--- src/rtl/disp_scan.sv ---
// ----------------------------------------------------------------------------
// disp_scan: binary-to-BCD converter and time-multiplexed 7-segment digit scan.
// Rev 1.0
// ----------------------------------------------------------------------------
`default_nettype none

module disp_scan #(
  parameter int NDIGITS  = 4,
  parameter int WIDTH    = 14,
  parameter int SCAN_DIV = 50000
) (
  input  logic               clk,
  input  logic               reset_n,
  input  logic [WIDTH-1:0]   value,
  input  logic               load,
  input  logic [NDIGITS-1:0] dp_sel,
  input  logic               blank_lz,
  output logic               ready,
  output logic               ovf,
  output logic [3:0]         num,
  output logic               decimal,
  output logic [NDIGITS-1:0] digit_en
);

  localparam int IW = (NDIGITS > 1) ? $clog2(NDIGITS) : 1;
  localparam int PW = (SCAN_DIV > 1) ? $clog2(SCAN_DIV) : 1;
  localparam int CW = $clog2(WIDTH + 1);
  localparam int BW = 4 * NDIGITS;

  localparam logic [WIDTH-1:0] MAXV  = WIDTH'(10**NDIGITS - 1);
  localparam logic [PW-1:0]    PLAST = PW'(SCAN_DIV - 1);
  localparam logic [CW-1:0]    CLAST = CW'(WIDTH - 1);
  localparam logic [IW-1:0]    ILAST = IW'(NDIGITS - 1);

  typedef enum logic [1:0] {
    S_IDLE   = 2'd0,
    S_CONV   = 2'd1,
    S_COMMIT = 2'd2
  } state_t;

  state_t             state_q;
  logic [WIDTH-1:0]   bin_q;
  logic [BW-1:0]      bcd_q, bcd_d;
  logic [CW-1:0]      cnt_q;
  logic [NDIGITS-1:0] dp_q;
  logic               blz_q, ovf_cap_q, ready_q, ovf_q;
  logic [3:0]         disp_q [NDIGITS];
  logic [3:0]         disp_d [NDIGITS];
  logic [NDIGITS-1:0] dpr_q, dpr_d;
  logic               lead_zero;

  logic [PW-1:0]      presc_q;
  logic [IW-1:0]      idx_q, idx_d;
  logic [3:0]         num_q;
  logic               dec_q;
  logic [NDIGITS-1:0] den_q;
  logic               wrap;

  assign ready    = ready_q;
  assign ovf      = ovf_q;
  assign num      = num_q;
  assign decimal  = dec_q;
  assign digit_en = den_q;

  // One double-dabble step: add 3 to every BCD digit >= 5, then shift in the next bit.
  always_comb begin
    bcd_d = bcd_q;
    for (int k = 0; k < NDIGITS; k++) begin
      if (bcd_d[4*k +: 4] >= 4'd5) begin
        bcd_d[4*k +: 4] = bcd_d[4*k +: 4] + 4'd3;
      end
    end
    bcd_d = {bcd_d[BW-2:0], bin_q[WIDTH-1]};
  end

  // Display contents to commit; a digit at or right of the decimal point is never blanked.
  always_comb begin
    disp_d    = '{default: 4'd15};
    dpr_d     = '0;
    lead_zero = 1'b1;
    for (int k = NDIGITS - 1; k >= 0; k--) begin
      lead_zero = lead_zero & (bcd_q[4*k +: 4] == 4'd0);
      if (ovf_cap_q) begin
        disp_d[k] = 4'd10;
        dpr_d[k]  = 1'b0;
      end else begin
        disp_d[k] = (blz_q && lead_zero && (k != 0) && ((dp_q >> k) == '0))
                    ? 4'd15 : bcd_q[4*k +: 4];
        dpr_d[k]  = dp_q[k];
      end
    end
  end

  always_ff @(posedge clk or negedge reset_n) begin
    if (!reset_n) begin
      state_q   <= S_IDLE;
      ready_q   <= 1'b1;
      ovf_q     <= 1'b0;
      bin_q     <= '0;
      bcd_q     <= '0;
      cnt_q     <= '0;
      dp_q      <= '0;
      blz_q     <= 1'b0;
      ovf_cap_q <= 1'b0;
      disp_q    <= '{default: 4'd15};
      dpr_q     <= '0;
    end else begin
      case (state_q)
        S_IDLE: begin
          if (load) begin
            bin_q     <= value;
            dp_q      <= dp_sel;
            blz_q     <= blank_lz;
            ovf_cap_q <= (value > MAXV);
            bcd_q     <= '0;
            cnt_q     <= '0;
            ready_q   <= 1'b0;
            state_q   <= S_CONV;
          end
        end
        S_CONV: begin
          bcd_q <= bcd_d;
          bin_q <= bin_q << 1;
          cnt_q <= cnt_q + 1'b1;
          if (cnt_q == CLAST) begin
            state_q <= S_COMMIT;
          end
        end
        S_COMMIT: begin
          disp_q  <= disp_d;
          dpr_q   <= dpr_d;
          ovf_q   <= ovf_cap_q;
          ready_q <= 1'b1;
          state_q <= S_IDLE;
        end
        default: state_q <= S_IDLE;
      endcase
    end
  end

  // Until the first wrap no digit is enabled, so the first slot shown is digit 0.
  assign wrap  = (presc_q == PLAST);
  assign idx_d = (&den_q) ? '0 : ((idx_q == ILAST) ? '0 : idx_q + 1'b1);

  always_ff @(posedge clk or negedge reset_n) begin
    if (!reset_n) begin
      presc_q <= '0;
      idx_q   <= '0;
      num_q   <= 4'd15;
      dec_q   <= 1'b0;
      den_q   <= '1;
    end else begin
      presc_q <= wrap ? '0 : presc_q + 1'b1;
      if (wrap) begin
        idx_q <= idx_d;
        num_q <= disp_q[idx_d];
        dec_q <= dpr_q[idx_d];
        den_q <= ~(NDIGITS'(1) << idx_d);
      end
    end
  end

endmodule

`default_nettype wire
--- config.mk ---
export PLATFORM = sky130hd
export DESIGN_NAME = disp_scan
export DESIGN_NICKNAME = d
export VERILOG_FILES = /design/src/rtl/disp_scan.sv
export SDC_FILE = /design/constraint.sdc
export NUM_CORES = 1
export LEC_CHECK = 0
export ABC_CLOCK_PERIOD_IN_PS = 2700
export BUFFER_PORTS_ARGS = -buffer_cell sky130_fd_sc_hd__buf_2
export CAP_MARGIN = 15
export CORE_MARGIN = 2
export CORE_UTILIZATION = 45
export DETAILED_ROUTE_END_ITERATION = 8
export PLACE_DENSITY = 0.63
export SETUP_SLACK_MARGIN = 0.1
export SYNTH_ARGS = -nofsm -noshare
export SYNTH_HDL_FRONTEND = slang
export SYNTH_SLANG_ARGS = --single-unit
--- constraint.sdc ---
create_clock -name clk -period 2.7 [get_ports clk]
set_input_delay 0.54 -clock clk [delete_from_list [all_inputs] [get_ports clk]]
set_output_delay 0.54 -clock clk [all_outputs]
set_load 0.05 [all_outputs]
==> results of run 1 <==
==> final cells by class <==
| class | instances | area share |
|---|---|---|
| Clock buffer | 10 | 0.0263 |
| Clock inverter | 6 | 0.0183 |
| Inverter | 15 | 0.0116 |
| Sequential cell | 91 | 0.476 |
| Timing Repair Buffer | 40 | 0.0485 |
| Multi-Input combinational cell | 311 | 0.386 |
| Tap cell | 129 | 0.0333 |
==> synth_stat cells (4+ instances only) <==
| library cell | n | share of area |
|---|---|---|
| xor2_1 | 8 | 0.016 |
| a222oi_1 | 5 | 0.012 |
| nor2_1 | 61 | 0.053 |
| nand3b_1 | 5 | 0.0087 |
| a32o_1 | 4 | 0.0093 |
| clkbuf_1 | 18 | 0.016 |
| ha_1 | 15 | 0.043 |
| dfrtp_1 | 66 | 0.38 |
| o31ai_1 | 8 | 0.014 |
| a31oi_1 | 4 | 0.0058 |
| nor3_1 | 5 | 0.0058 |
| nor2b_1 | 4 | 0.0058 |
| nand3_1 | 23 | 0.027 |
| nand4_1 | 6 | 0.0087 |
| inv_1 | 15 | 0.013 |
| o22ai_1 | 12 | 0.017 |
| a21oi_1 | 17 | 0.020 |
| nand2_1 | 55 | 0.048 |
| dfstp_2 | 25 | 0.15 |
| nand2b_1 | 7 | 0.010 |
| mux2_2 | 9 | 0.023 |
| xnor2_1 | 9 | 0.018 |
| o21ai_0 | 26 | 0.030 |
==> how the worst max path moves through the flow <==
stage / end / depth (start not counted)
4_1_cts: decimal$_DFFE_PN0N_ / 5
2_1_floorplan: decimal$_DFFE_PN0N_ / 5
3_5_place_dp: bcd_q[11]$_DFFE_PN0P_ / 5
5_1_grt: num[2]$_DFFE_PN1N_ / 5
6_report: num[2]$_DFFE_PN1N_ / 5
3_3_place_gp: bcd_q[15]$_DFFE_PN0P_ / 5
==> per-stage QoR <==
step | power, mW | worst slack (ps) | cells
after floorplan | 3.30 | 959 | 439
after global placement | 3.64 | 693 | 586
after detailed placement | 3.71 | 654 | 586
after CTS | 4.72 | 667 | 602
after global routing | 5.06 | 478 | 602
final | 4.68 | 669 | 602
==> flip-flops by register name, summed over array words and instances, names as in the netlist, 4 cells and up <==
register,cells
bcd_q,16
dpr_q,4
dp_q,4
presc_q,16
num,4
cnt_q,4
digit_en,4
disp_q,16
bin_q,14
==> power groups by stage <==
stage,Clock (mW),Sequential [mW],Combinational [mW]
3_3_place_gp,0,2.21,1.43
5_1_grt,1.09,2.26,1.70
3_5_place_dp,0,2.22,1.49
6_report,1.00,2.20,1.48
4_1_cts,1.03,2.20,1.49
2_1_floorplan,0,2.13,1.17
==> metal layers <==
layer,vias to the layer above,routed length (um),global-route usage
met4,0,46,0.0431
met2,51,3880,0.284
met3,5,309,0.0499
met5,-,0,0
met1,1506,4260,0.246
li1,1579,-,-
==> cell usage in the layout, fill, tap and decap left out, types with 2 or more instances in the layout <==
cell and count:
nand4_1 6, or4b_1 2, nand3_1 23, inv_1 15, nor3_1 5, dfrtp_1 66
nor2_1 61, a222oi_1 5, ha_1 15, xnor2_1 9, o2bb2ai_1 2, xor2_1 8
nor4_1 3, nand2b_1 7, clkinvlp_4 2, mux2_2 9, nor2b_1 4, nor3b_1 3
o21ai_0 26, bufinv_16 2, mux2i_1 3, dfstp_2 25, o22ai_1 12, and3_1 2
a31oi_1 4, a21oi_1 17, nand3b_1 5, buf_4 8, a32o_1 4, nand2_1 55
buf_2 31, nor4bb_1 2, o31ai_1 8, clkbuf_8 9
==> cell families (layout without fill, tap and decap cells) <==
kind of cell             count (synthesis)  after routing  synth area share
adder cells (fa/ha/maj)                 15             15            0.0434
flip-flops                              91             91             0.534
buffers and inverters                   37             71            0.0339
AND/OR/NAND/NOR                        187            187             0.209
AO/OA/AOI/OAI                           80             80             0.115
multiplexers                            12             12            0.0304
XOR/XNOR                                17             17            0.0344
==> critical path: cells and delay by family (launching register included) <==
kind	cells	cell delay, ps
adder cells (fa/ha/maj)	1	220
flip-flops	1	410
AND/OR/NAND/NOR	1	370
AO/OA/AOI/OAI	3	940
==> impl_metrics.toml, run 1 <==
[synthesis]
ys_seq_elements = 91
netlist-cell-type-count = 43
synthesis.area_um2 = 4320
synth_cells = 439
postSynthAreaPerCell_um2 = 9.85
syn-num-nets = 476
synth-seq-area-share = 0.534
synth_warnings = 0
synth_top_flop_cell = "dfrtp_1"
ys_async_sr_fraction = 1.00
synth_edf_count = 0

[floorplanning]
io_pins = 33
die_y_um = 102
start_util = 0.466
core-area_um2 = 9280
die_area_um2 = 10400
die_w_um = 102
rows = 35

[setup_path]
r2r_end = "num[2]$_DFFE_PN1N_"
crit_arrival_ps = 2290
path_class = "reg -> reg"
rrSetupSlack_ps = 670
critPathCaptureType = "register"
crit_chain = "ha_1 -> nor2_2 -> o21ai_0 -> a222oi_1 -> a21oi_1"
startpoint = "idx_q[0]$_DFFE_PN0N_"
reg2reg_depth = 5
required_ps = 2960
crit_slowest_cell = "a222oi_1"
cp_slowest_stage_delay_ps = 480
rr_startpoint = "idx_q[0]$_DFFE_PN0N_"
crit_fanout = 10
startpoint_type = "register"

[route]
drt_iter0_drc = 132
drtPass1Iterations = 5
ant_nets = 0
drcViolationCount = 0
routed_wl_mm = 8.49
routed_via_density = 5.22
detailroute.via_count = 3141
wl_per_cell_um = 14.1

[global_route]
grt_usage = 0.179
overflow = 0
grt_start_max_net_pins = 44
grt_pass1_wl_mm = 14.6
antenna_found_initial = 0
grt_pass1_vias = 3037

[power]
ir_drop_mv = 0.608
power_switching_mw = 1.66
p_sw_frac = 0.355
power_density_nw_per_um2 = 965
p_clk_frac = 0.214
p_seq_frac = 0.470
p_int_mw = 3.02
comb_power_share = 0.316
p_leak_nw = 2.20

[cts]
post_cts_buffers = 0
postCtsHoldBufs = 0
root_buffer = "clkbuf_8"
cts-buffers-inserted = 9
cts_tree = "done"
clock_latency_ps = 360
clock-sinks = 91
cts-resized-gates = 0
clk_pin_slew_ps = 90
ctsLongestPathBuffers = 2
htree_levels = 3

[placement]
io_buffer_count = 32
hpwl_mm = 5.81
gp_congestion = 0.819
dpl_cell_area_um2 = 4630

[timing]
setup_viol = 0
rsz0062_at_grt = "no"
final_max_slew_viol_count = 0
worst_pin_slew_ps = 941
fmaxAchievable_mhz = 492
relSlewSlack = 0.372
hold_viol_final = 0
fin_crit_sh = 0.752
hold_slack_ps = 106
fin_tns_setup_ps = 0
skew_ps = 9.75
period_needed_ps = 2030

[job]
maxCapViolCount = 0

[hold_path]
hp-class = "in -> async"

[finish]
seq_area_um2 = 2310
antenna_cells = 0
fill_cells = 862
layout-drive-gt1-share = 0.199
utilization = 0.522
synthToLayoutAreaGrowth_pct = 12.1
multi_input_area_um2 = 1870
nets = 505
design_area_um2 = 4850

[run_status]
status = "complete, no violations"
Note: power is estimated with default switching activity, not from simulation.
==> inputs of run 2 (changes only) <==
--- a/config.mk
+++ b/config.mk
@@ -5,7 +5,8 @@
 export SDC_FILE = /design/constraint.sdc
 export NUM_CORES = 1
 export LEC_CHECK = 0
-export ABC_CLOCK_PERIOD_IN_PS = 2700
+export ABC_AREA = 1
+export ABC_CLOCK_PERIOD_IN_PS = 1950
 export BUFFER_PORTS_ARGS = -buffer_cell sky130_fd_sc_hd__buf_2
 export CAP_MARGIN = 15
 export CORE_MARGIN = 2
==> constraint.sdc (replaced) <==
create_clock -name clk -period 1.95 [get_ports clk]
set_input_delay 0.39 -clock clk [delete_from_list [all_inputs] [get_ports clk]]
set_output_delay 0.39 -clock clk [all_outputs]
set_load 0.05 [all_outputs]
==> impl_metrics.toml, run 2 <==
[global_route]
grt_pass1_vias = 3485
grt_start_max_net_pins = 36
grt_usage = 0.187
antenna_found_initial = 0
grt_pass1_wl_mm = 16.4
overflow = 0

[setup_path]
crit_slowest_cell = "dfrtp_1"
crit_fanout = 8
startpoint_type = "register"
crit_chain = "ha_1 -> nand2_2 -> nor2_4 -> nand3_2 -> nor2_4 -> inv_1 -> o21ai_0 -> nor2_1"
crit_path_end = "presc_q[9]$_DFF_PN0_"
crit_arrival_ps = 1870
required_ps = 2220
critPathCaptureType = "register"
reg2reg_depth = 8
crit_family = "simple AND/OR/NAND/NOR gates"
path_class = "reg -> reg"
r2r_end = "presc_q[9]$_DFF_PN0_"
rrSetupSlack_ps = 350
cp_slowest_stage_delay_ps = 380
critPathMostFrequentCell = "nor2_4"
critical_path_depth = 8
rr_startpoint = "presc_q[0]$_DFF_PN0_"
startpoint = "presc_q[0]$_DFF_PN0_"
crit_buf_inv = 1

[finish]
fill_cells = 902
layout_common_cells = "nand2_1, nor2_1, inv_1"
seq_area_um2 = 2310
synthToLayoutAreaGrowth_pct = 13.2
nets = 600
reg_top3 = "bcd_q x16, disp_q x16, presc_q x16"
final_common_cell = "nand2_1"
layout-drive-gt1-share = 0.173
multi_input_area_um2 = 1800
antenna_cells = 0

[synthesis]
synth_top_flop_cell = "dfrtp_1"
synthesis.area_um2 = 4460
ys_seq_elements = 91
synth_area_leader_cell = "dfrtp_1"
syn-num-nets = 559
synthMostInstantiatedCell = "nand2_1"
ys_async_sr_fraction = 1.00
synth-seq-area-share = 0.518
synthTopCellsByArea = "dfrtp_1, dfstp_2, nand2_1"
synth_warnings = 0
synth_top_cell_area_share = 0.371
netlist-cell-type-count = 33
postSynthAreaPerCell_um2 = 8.54
synth_edf_count = 0
synth_commonest_cells = "nand2_1, nor2_1, inv_1"
synth_cells = 522

[power]
ir_drop_mv = 0.759
power_density_nw_per_um2 = 1290
p_leak_nw = 2.45
p_sw_frac = 0.372
comb_power_share = 0.335
p_clk_frac = 0.208
power_switching_mw = 2.42
p_int_mw = 4.08
p_seq_frac = 0.456

[timing]
worst_pin_slew_ps = 449
fin_tns_setup_ps = 0
fin_crit_sh = 0.821
fin_ws_ps = 349
relSlewSlack = 0.701
final_max_slew_viol_count = 0
period_needed_ps = 1600
rsz0062_at_grt = "no"
fmaxAchievable_mhz = 625
skew_ps = 10.8
setup_viol = 0
hold_viol_final = 0

[route]
routed-wl-met3_um = 412
wl_per_cell_um = 13.3
ant_nets = 0
detailroute.via_count = 3567
routed_wl_mm = 9.31
drtPass1Iterations = 5
drt_iter0_drc = 196
drcViolationCount = 0
dr_wl_met2_mm = 4.23
drt-met1-wl_mm = 4.53
routed_via_density = 5.09
top_layer = "met4"

[cts]
clk_pin_slew_ps = 90
cts_tree = "done"
root_buffer = "clkbuf_8"
cts-buffers-inserted = 9
ctsLongestPathBuffers = 2
clock_latency_ps = 370
htree_levels = 3
clock-sinks = 91

[floorplanning]
rows = 36
die_w_um = 104
die_y_um = 104
die_area_um2 = 10700
io_pins = 33
start_util = 0.460
core-area_um2 = 9680

[hold_path]
hp-class = "in -> reg"

[placement]
hpwl_mm = 6.75
pre_cts_ws_ps = 281
io_buffer_count = 32
gp_congestion = 0.813

[job]
maxCapViolCount = 0

[run_status]
status = "complete, no violations"
[run 2: cell families after synthesis]
logic type | after synthesis | synth area share
simple gates | 216 | 0.214
compound gates | 108 | 0.135
flops | 91 | 0.518
buf+inv | 85 | 0.0769
fa+ha+maj | 15 | 0.0421
xor+xnor | 7 | 0.0138
[run 2: final cells by class]
class / instances / share of cell area
clock buffer: 12 / 0.0328
clock inverter: 4 / 0.00943
inverter: 70 / 0.0521
multi-input combinational: 346 / 0.358
sequential: 91 / 0.458
tap: 133 / 0.0330
timing repair buffer: 45 / 0.0571
[run 2: power by group through the flow]
stage / clock (mW) / sequential [mW] / combinational [mW]
2_1_floorplan: 0 / 2.93 / 1.62
3_3_place_gp: 0 / 2.97 / 2.09
3_5_place_dp: 0 / 2.99 / 2.17
4_1_cts: 1.38 / 2.96 / 2.19
5_1_grt: 1.48 / 3.04 / 2.52
6_report: 1.35 / 2.96 / 2.18
[run 2: per-stage QoR]
step / util / instance area [um^2] / hold WS, ps / power [mW] / cells
finish: 0.521 / 5040 / 224 / 6.49 / 701
global route: 0.521 / 5040 / 226 / 7.04 / 701
CTS: 0.521 / 5040 / 216 / 6.54 / 701
detailed placement: 0.498 / 4820 / 373 / 5.17 / 684
global placement: 0.498 / 4820 / 375 / 5.07 / 684
floorplan: - / 4460 / 94.4 / 4.55 / 522
[run 2: timing repair]
action / 4_1_cts / 5_1_grt
hold buffers: 1 / 0
buffers inserted: 0 / 0
endpoints found under the setup margin: 0 / 6
gates resized for setup: 0 / 2
endpoints found under the hold margin: 25 / 0
[run 2: worst reg2reg max path: cells and delay by family (launching register included)]
kind            cells  cell delay (ps)
fa+ha+maj           1              210
flops               1              380
simple gates        5              610
buf+inv             1              200
compound gates      1              120
[run 2: how the worst min path moves through the flow]
stage | to | start | cells after the start | slack, ps
2_1_floorplan | bcd_q[0]$_DFFE_PN0P_ | reset_n | 0 | 90
3_3_place_gp | dpr_q[3]$_DFFE_PN0P_ | reset_n | 1 | 370
3_5_place_dp | dpr_q[3]$_DFFE_PN0P_ | reset_n | 1 | 370
4_1_cts | blz_q$_DFFE_PN0P_ | blank_lz | 3 | 220
5_1_grt | dp_q[1]$_DFFE_PN0P_ | dp_sel[1] | 3 | 230
6_report | blz_q$_DFFE_PN0P_ | blank_lz | 3 | 220
[run 2: layer usage]
metal / global-route usage / vias up
li1: - / 1789
met1: 0.261 / 1683
met2: 0.287 / 81
met3: 0.0403 / 14
met4: 0.0753 / 0
met5: 0 / -
